File: src/rtl/video_pkg.sv
// Raster timing defaults and shared types for the video fetch engine.
package video_pkg;

  localparam logic [15:0] FB_BASE_D = 16'h2000;
  localparam int H_ACTIVE_D = 40;
  localparam int H_TOTAL_D  = 65;
  localparam int V_ACTIVE_D = 192;
  localparam int V_TOTAL_D  = 262;
  localparam int HS_START_D = 48;
  localparam int HS_LEN_D   = 4;
  localparam int VS_START_D = 220;
  localparam int VS_LEN_D   = 3;

  localparam int POS_W = 10;

  typedef struct packed {
    logic [POS_W-1:0] h;
    logic [POS_W-1:0] v;
  } raster_pos_t;

  function automatic logic below(
    input logic [POS_W-1:0] x,
    input int lim
  );
    return int'(x) < lim;
  endfunction

  function automatic logic in_win(
    input logic [POS_W-1:0] x,
    input int s,
    input int l
  );
    return (int'(x) >= s) && (int'(x) < s + l);
  endfunction

endpackage

File: src/rtl/video_fetch_gen_if.sv
// Memory-side and pixel-side bundle of the video fetch engine.
interface video_fetch_gen_if;

  logic        cpu_phi;
  logic        vid_phi;
  logic [15:0] vid_adr;
  logic [7:0]  ram_dbo;
  logic [7:0]  vid_byte;
  logic        vid_byte_vld;
  logic        hsync;
  logic        vsync;
  logic        blank;
  logic        frame_start;

  modport master (
    output cpu_phi,
    output vid_phi,
    output vid_adr,
    input  ram_dbo,
    output vid_byte,
    output vid_byte_vld,
    output hsync,
    output vsync,
    output blank,
    output frame_start
  );

  modport slave (
    input  cpu_phi,
    input  vid_phi,
    input  vid_adr,
    output ram_dbo,
    input  vid_byte,
    input  vid_byte_vld,
    input  hsync,
    input  vsync,
    input  blank,
    input  frame_start
  );

endinterface

File: src/rtl/video_raster_cnt.sv
// Horizontal/vertical slot counters with wrap flags.
module video_raster_cnt
  import video_pkg::*;
#(
  parameter int H_TOTAL = H_TOTAL_D,
  parameter int V_TOTAL = V_TOTAL_D
) (
  input  logic        clk_i,
  input  logic        rst_i,
  input  logic        en_i,
  output raster_pos_t pos_o,
  output logic        h_wrap_o,
  output logic        v_wrap_o
);

  localparam logic [POS_W-1:0] H_LAST = POS_W'(H_TOTAL - 1);
  localparam logic [POS_W-1:0] V_LAST = POS_W'(V_TOTAL - 1);

  raster_pos_t pos_q;
  raster_pos_t pos_d;

  assign h_wrap_o = en_i && (pos_q.h == H_LAST);
  assign v_wrap_o = h_wrap_o && (pos_q.v == V_LAST);

  always_comb begin
    pos_d = pos_q;
    if (en_i) begin
      pos_d.h = h_wrap_o ? '0 : pos_q.h + 1'b1;
    end
    if (h_wrap_o) begin
      pos_d.v = v_wrap_o ? '0 : pos_q.v + 1'b1;
    end
  end

  always_ff @(posedge clk_i or posedge rst_i) begin
    if (rst_i) begin
      pos_q <= '0;
    end else begin
      pos_q <= pos_d;
    end
  end

  assign pos_o = pos_q;

endmodule

File: src/rtl/video_fetch_gen.sv
// Video timing and framebuffer fetch engine: interleave phase,
// fetch address, byte capture and sync/blank alignment.
module video_fetch_gen
  import video_pkg::*;
#(
  parameter logic [15:0] FB_BASE = FB_BASE_D,
  parameter int H_ACTIVE = H_ACTIVE_D,
  parameter int H_TOTAL  = H_TOTAL_D,
  parameter int V_ACTIVE = V_ACTIVE_D,
  parameter int V_TOTAL  = V_TOTAL_D,
  parameter int HS_START = HS_START_D,
  parameter int HS_LEN   = HS_LEN_D,
  parameter int VS_START = VS_START_D,
  parameter int VS_LEN   = VS_LEN_D
) (
  input  logic              mem_phi,
  input  logic              rst,
  video_fetch_gen_if.master bus
);

  localparam logic [15:0] LINE_STEP = 16'(H_ACTIVE);

  raster_pos_t pos;
  logic        h_wrap;
  logic        v_wrap;
  logic        slot_end;

  logic        phase_q;
  logic [15:0] base_q;
  logic [15:0] base_d;
  logic [15:0] adr;

  logic        v_act;
  logic        act;
  logic        hs;
  logic        vs;

  logic        pend_q;
  logic        pact_q;
  logic        phs_q;
  logic        pvs_q;

  logic [7:0]  byte_q;
  logic        vld_q;
  logic        hsync_q;
  logic        vsync_q;
  logic        blank_q;
  logic        fs_q;

  // The second cycle of each slot is the edge the decoder latches on.
  assign slot_end = phase_q;

  video_raster_cnt #(
    .H_TOTAL (H_TOTAL),
    .V_TOTAL (V_TOTAL)
  ) u_cnt (
    .clk_i    (mem_phi),
    .rst_i    (rst),
    .en_i     (slot_end),
    .pos_o    (pos),
    .h_wrap_o (h_wrap),
    .v_wrap_o (v_wrap)
  );

  always_comb begin
    v_act = below(pos.v, V_ACTIVE);
    act   = v_act && below(pos.h, H_ACTIVE);
    hs    = in_win(pos.h, HS_START, HS_LEN);
    vs    = in_win(pos.v, VS_START, VS_LEN);
  end

  assign adr = act ? base_q + 16'(pos.h) : base_q;

  always_comb begin
    base_d = base_q;
    if (v_wrap) begin
      base_d = FB_BASE;
    end else if (h_wrap && v_act) begin
      base_d = base_q + LINE_STEP;
    end
  end

  always_ff @(posedge mem_phi or posedge rst) begin
    if (rst) begin
      phase_q <= 1'b0;
      base_q  <= FB_BASE;
      fs_q    <= 1'b0;
    end else begin
      phase_q <= ~phase_q;
      base_q  <= base_d;
      fs_q    <= v_wrap;
    end
  end

  // Slot attributes wait one cycle so they leave with the RAM data.
  always_ff @(posedge mem_phi or posedge rst) begin
    if (rst) begin
      pend_q <= 1'b0;
      pact_q <= 1'b0;
      phs_q  <= 1'b0;
      pvs_q  <= 1'b0;
    end else begin
      pend_q <= slot_end;
      if (slot_end) begin
        pact_q <= act;
        phs_q  <= hs;
        pvs_q  <= vs;
      end
    end
  end

  always_ff @(posedge mem_phi or posedge rst) begin
    if (rst) begin
      byte_q  <= 8'h00;
      vld_q   <= 1'b0;
      hsync_q <= 1'b0;
      vsync_q <= 1'b0;
      blank_q <= 1'b1;
    end else begin
      vld_q <= pend_q && pact_q;
      if (pend_q) begin
        hsync_q <= phs_q;
        vsync_q <= pvs_q;
        blank_q <= ~pact_q;
      end
      if (pend_q && pact_q) begin
        byte_q <= bus.ram_dbo;
      end
    end
  end

  assign bus.cpu_phi      = phase_q;
  assign bus.vid_phi      = ~phase_q;
  assign bus.vid_adr      = adr;
  assign bus.vid_byte     = byte_q;
  assign bus.vid_byte_vld = vld_q;
  assign bus.hsync        = hsync_q;
  assign bus.vsync        = vsync_q;
  assign bus.blank        = blank_q;
  assign bus.frame_start  = fs_q;

endmodule

File: src/flat_wrapper.sv
// flat-port wrapper written by rule: the top's interface ports become plain ports
module video_fetch_gen_flat import video_pkg::*;
#(
  parameter logic [15:0] FB_BASE = FB_BASE_D,
  parameter int H_ACTIVE = H_ACTIVE_D,
  parameter int H_TOTAL  = H_TOTAL_D,
  parameter int V_ACTIVE = V_ACTIVE_D,
  parameter int V_TOTAL  = V_TOTAL_D,
  parameter int HS_START = HS_START_D,
  parameter int HS_LEN   = HS_LEN_D,
  parameter int VS_START = VS_START_D,
  parameter int VS_LEN   = VS_LEN_D
)
  (mem_phi, rst, bus_cpu_phi, bus_vid_phi, bus_vid_adr, bus_ram_dbo, bus_vid_byte, bus_vid_byte_vld, bus_hsync, bus_vsync, bus_blank, bus_frame_start);
  video_fetch_gen_if bus_i ();
  input  logic mem_phi;
  input  logic rst;
  output wire logic [$bits(bus_i.cpu_phi)-1:0] bus_cpu_phi;
  output wire logic [$bits(bus_i.vid_phi)-1:0] bus_vid_phi;
  output wire logic [$bits(bus_i.vid_adr)-1:0] bus_vid_adr;
  input wire logic [$bits(bus_i.ram_dbo)-1:0] bus_ram_dbo;
  output wire logic [$bits(bus_i.vid_byte)-1:0] bus_vid_byte;
  output wire logic [$bits(bus_i.vid_byte_vld)-1:0] bus_vid_byte_vld;
  output wire logic [$bits(bus_i.hsync)-1:0] bus_hsync;
  output wire logic [$bits(bus_i.vsync)-1:0] bus_vsync;
  output wire logic [$bits(bus_i.blank)-1:0] bus_blank;
  output wire logic [$bits(bus_i.frame_start)-1:0] bus_frame_start;
  assign bus_cpu_phi = bus_i.cpu_phi;
  assign bus_vid_phi = bus_i.vid_phi;
  assign bus_vid_adr = bus_i.vid_adr;
  assign bus_i.ram_dbo = bus_ram_dbo;
  assign bus_vid_byte = bus_i.vid_byte;
  assign bus_vid_byte_vld = bus_i.vid_byte_vld;
  assign bus_hsync = bus_i.hsync;
  assign bus_vsync = bus_i.vsync;
  assign bus_blank = bus_i.blank;
  assign bus_frame_start = bus_i.frame_start;
  video_fetch_gen #(.FB_BASE(FB_BASE), .H_ACTIVE(H_ACTIVE), .H_TOTAL(H_TOTAL), .V_ACTIVE(V_ACTIVE), .V_TOTAL(V_TOTAL), .HS_START(HS_START), .HS_LEN(HS_LEN), .VS_START(VS_START), .VS_LEN(VS_LEN)) u_core (.mem_phi(mem_phi), .rst(rst), .bus(bus_i));
endmodule
File: config.mk
export PLATFORM = sky130hd
export DESIGN_NAME = video_fetch_gen_flat
export DESIGN_NICKNAME = d
export VERILOG_FILES = /design/src/rtl/video_pkg.sv /design/src/rtl/video_fetch_gen_if.sv /design/src/rtl/video_raster_cnt.sv /design/src/rtl/video_fetch_gen.sv /design/src/flat_wrapper.sv
export SDC_FILE = /design/constraint.sdc
export NUM_CORES = 1
export LEC_CHECK = 0
export ABC_CLOCK_PERIOD_IN_PS = 3250
export CAP_MARGIN = 20
export CORE_ASPECT_RATIO = 0.5
export CORE_MARGIN = 3
export CORE_UTILIZATION = 55
export CTS_CLUSTER_DIAMETER = 120
export DETAILED_ROUTE_END_ITERATION = 8
export GPL_ROUTABILITY_DRIVEN = 0
export PLACE_DENSITY = 0.9
export SKIP_CTS_REPAIR_TIMING = 1
export SLEW_MARGIN = 15
export SYNTH_ARGS = -nofsm -noshare
export SYNTH_HDL_FRONTEND = slang
export SYNTH_SLANG_ARGS = --single-unit
export TNS_END_PERCENT = 1
File: constraint.sdc
create_clock -name mem_phi -period 3.25 [get_ports mem_phi]
set_clock_uncertainty 0.1 [all_clocks]
set_input_delay 0.975 -clock mem_phi [delete_from_list [all_inputs] [get_ports mem_phi]]
set_output_delay 0.975 -clock mem_phi [all_outputs]
set_load 0.02 [all_outputs]
==> results.ini <==
[run_status]
run_status = complete, but fails checks
violations = setup timing

[drt]
routed_wl_mm = 10.4
drc = 0
routed-via-count = 3261
avgViaCountPerCell = 6.94
avgRoutedWirePerCell_um = 22.2
ant_nets = 0
drt_iter0_drc = 557
firstDrtPassIters = 7

[die]
design.portCount = 41
core_sq_mm = 0.00516
chipWidth_um = 112
die_h_um = 58.8
initial_utilization = 0.595
rows = 18
die_area_sq_mm = 0.00656

[cells_and_area]
antennaDiodeCount = 0
nets = 422
fin_util = 0.786
syn_to_final_growth_pct = 32.1
final_area_sq_mm = 0.00405
drive_gt1_frac = 0.278
instances_no_fill = 470

[yosys]
synth_top_area_cell = dfrtp_1
synth_top_family_by_area = simple AND/OR/NAND/NOR gates
synth_adder_area_share = 0.0530
async_flop_share = 1.00
synthSimpleGateAreaFrac = 0.216
ys.flop_type = dfrtp_1
muxShareOfSynthArea = 0.0436
yosysTopAreaCellShare = 0.400
syn_nets = 341
synth_edf_count = 0
ys_seq_elements = 51
synth_area_per_cell_sq_um = 9.65
synth_cell_types = 53
synthTopCellsByCount = dfrtp_1 (49), nand2_1 (25), o21ai_0 (21)
syn_area_sq_mm = 0.00307
synthXorXnorAreaFrac = 0.0485
yosysWarnings = 0
synth_area_leaders = dfrtp_1 (40%), ha_1 (5.3%), mux2_2 (4.0%)
yosysSeqAreaShare = 0.417
synth_cells = 318
synth_compound_area_frac = 0.178
yosysMostFrequentCell = dfrtp_1

[worst_setup_path]
crit_required_ns = 2.17
r2r_end = u_core.base_q[12]
rrSetupSlack_ns = 0.72
crit_path_start_kind = register
reg2reg_from = u_core.u_cnt.pos_o[17]
worst_path_max_delay_cell = or4_1
worstPathArrival_ns = 2.48
crit_path_cell_trace = ha_1 -> o21a_1 -> o21ai_2 -> buf_4 -> or4_1 -> o311ai_0 -> buf_2
cp-endpoint = bus_vid_adr[12]
end_kind = output port
cp_max_fo = 6
cpPeakStageDelay_ns = 0.51
critPathKind = register to output port
reg2reg_depth = 5
cp-startpoint = u_core.u_cnt.pos_o[17]

[place]
dp_hpwl_mm = 6.15
port_buffers = 40
postPlaceCellArea_sq_mm = 0.00383
dp_cells = 460

[sta]
drv_slew = 0
relSlewSlack = 0.566
post-route-min-period_ns = 3.55
tightest_slew_ns = 0.650
setup_viol = 11
max_freq_mhz = 282
rsz0062_at_grt = true
finalSetupTns_ns = -1.64
post-route-period-util = 1.09
setup_slack_ns = -0.302
hold_viol = 0

[global_route]
grt_max_degree = 52
grt_overflow_total = 0
grt_use_total = 0.271
grt_pass1_wl_mm = 14.1
antenna_found_initial = 0
grt_pass1_vias = 2965

[job]
max_cap_viol_count = 0

[clock_tree]
clock_path_buffers = 2
root_buffer = clkbuf_8
clock-sinks = 51
cts_buffers = 5
clk_pin_slew_ns = 0.11
cts_tree = yes
insertion_delay_ns = 0.32
htreeDepth = 2

[power]
powerDensity_mw_per_mm2 = 270
power.leakage_nw = 1.80
ir_drop_mv = 0.235

[min_path]
hold_path_depth = 2
hold_class = register to register

## final cells by class
type | count | area, sq um
fillers | 283 | 1110
flip-flops and latches | 51 | 1280
clock inverters | 3 | 26.3
well taps | 70 | 87.6
repair buffers | 88 | 742
inverters | 17 | 63.8
multi-input cells | 236 | 1780
clock buffers | 5 | 68.8
## worst min-delay path by stage
| stage | start | end | slack, ns |
|---|---|---|---|
| global route | u_core.bus.vid_byte[3] | u_core.bus.vid_byte[3] | 0.44 |
| CTS | u_core.pvs_q | u_core.pvs_q | 0.39 |
| finish | u_core.pvs_q | u_core.pvs_q | 0.39 |
| floorplan | u_core.pvs_q | u_core.pvs_q | 0.34 |
| global placement | u_core.pvs_q | u_core.pvs_q | 0.37 |
| detailed placement | u_core.pvs_q | u_core.pvs_q | 0.36 |
## registers in the layout (all words and copies together), names as in the netlist
| name | flops |
|---|---|
| u_core.bus.vid_byte | 8 |
| u_core.phs_q | 1 |
| u_core.base_q | 13 |
| u_core.u_cnt.pos_o | 20 |
| u_core.pact_q | 1 |
| u_core.bus.hsync | 1 |
| u_core.pend_q | 1 |
| u_core.bus.blank | 1 |
| u_core.bus.vsync | 1 |
| u_core.bus.frame_start | 1 |
| u_core.bus.vid_byte_vld | 1 |
| u_core.bus.cpu_phi | 1 |
| u_core.pvs_q | 1 |
## cell usage in the layout (no fill, tap or decap), types with 3 or more instances in the layout
cell / instances
inv_1: 16
o21ai_0: 18
xnor2_1: 12
clkbuf_8: 5
nand4_1: 11
or3_1: 8
dlymetal6s2s_1: 4
o21a_1: 3
buf_4: 48
nand3_1: 13
clkdlybuf4s50_1: 24
buf_6: 5
or4_1: 11
dfrtp_1: 46
a211oi_1: 3
o31ai_1: 9
o311ai_0: 3
nor2_1: 14
mux2_2: 11
buf_2: 6
ha_1: 8
and3_1: 4
ha_4: 4
dfrtp_2: 3
a31oi_1: 5
a21oi_1: 17
nand2_1: 25
xor2_1: 5
## report_power, final
part / internal (mW) / switching (mW)
clock: 0.159 / 0.248
sequential: 0.639 / 0.00292
combinational: 0.0223 / 0.0239
## through the flow
stage                     hold slack (ns)  setup WS [ns]  total power [mW]
after floorplan                     0.338         -0.164             0.674
after global placement              0.370         -0.315             0.699
after detailed placement            0.361         -0.387             0.701
after CTS                           0.392         -0.803              1.09
after global routing                0.438         -0.349              1.13
final                               0.390         -0.302              1.10
## layer usage
layer,vias up,wire (um),GRT usage,part of all wire
met5,-,0,0,0
met3,100,1180,0.0585,0.11
met4,0,748,0.130,0.072
met2,304,4790,0.487,0.46
li1,1350,-,-,-
met1,1507,3710,0.316,0.36
## cells by family (layout without fill, tap and decap cells)
family                   Yosys count  count (layout)
AO/OA/AOI/OAI                     81              81
XOR/XNOR                          17              17
adder cells (fa/ha/maj)           13              13
buffers and inverters             31             113
flip-flops                        51              51
multiplexers                      12              12
AND/OR/NAND/NOR                  113             113
## critical path: cells and delay by family, from the launching register on
kind                     cells  cell delay [ns]
AND/OR/NAND/NOR              1             0.51
flip-flops                   1             0.46
AO/OA/AOI/OAI                3             0.42
buffers and inverters        2             0.39
adder cells (fa/ha/maj)      1             0.36
(Power assumes the default switching activity.)
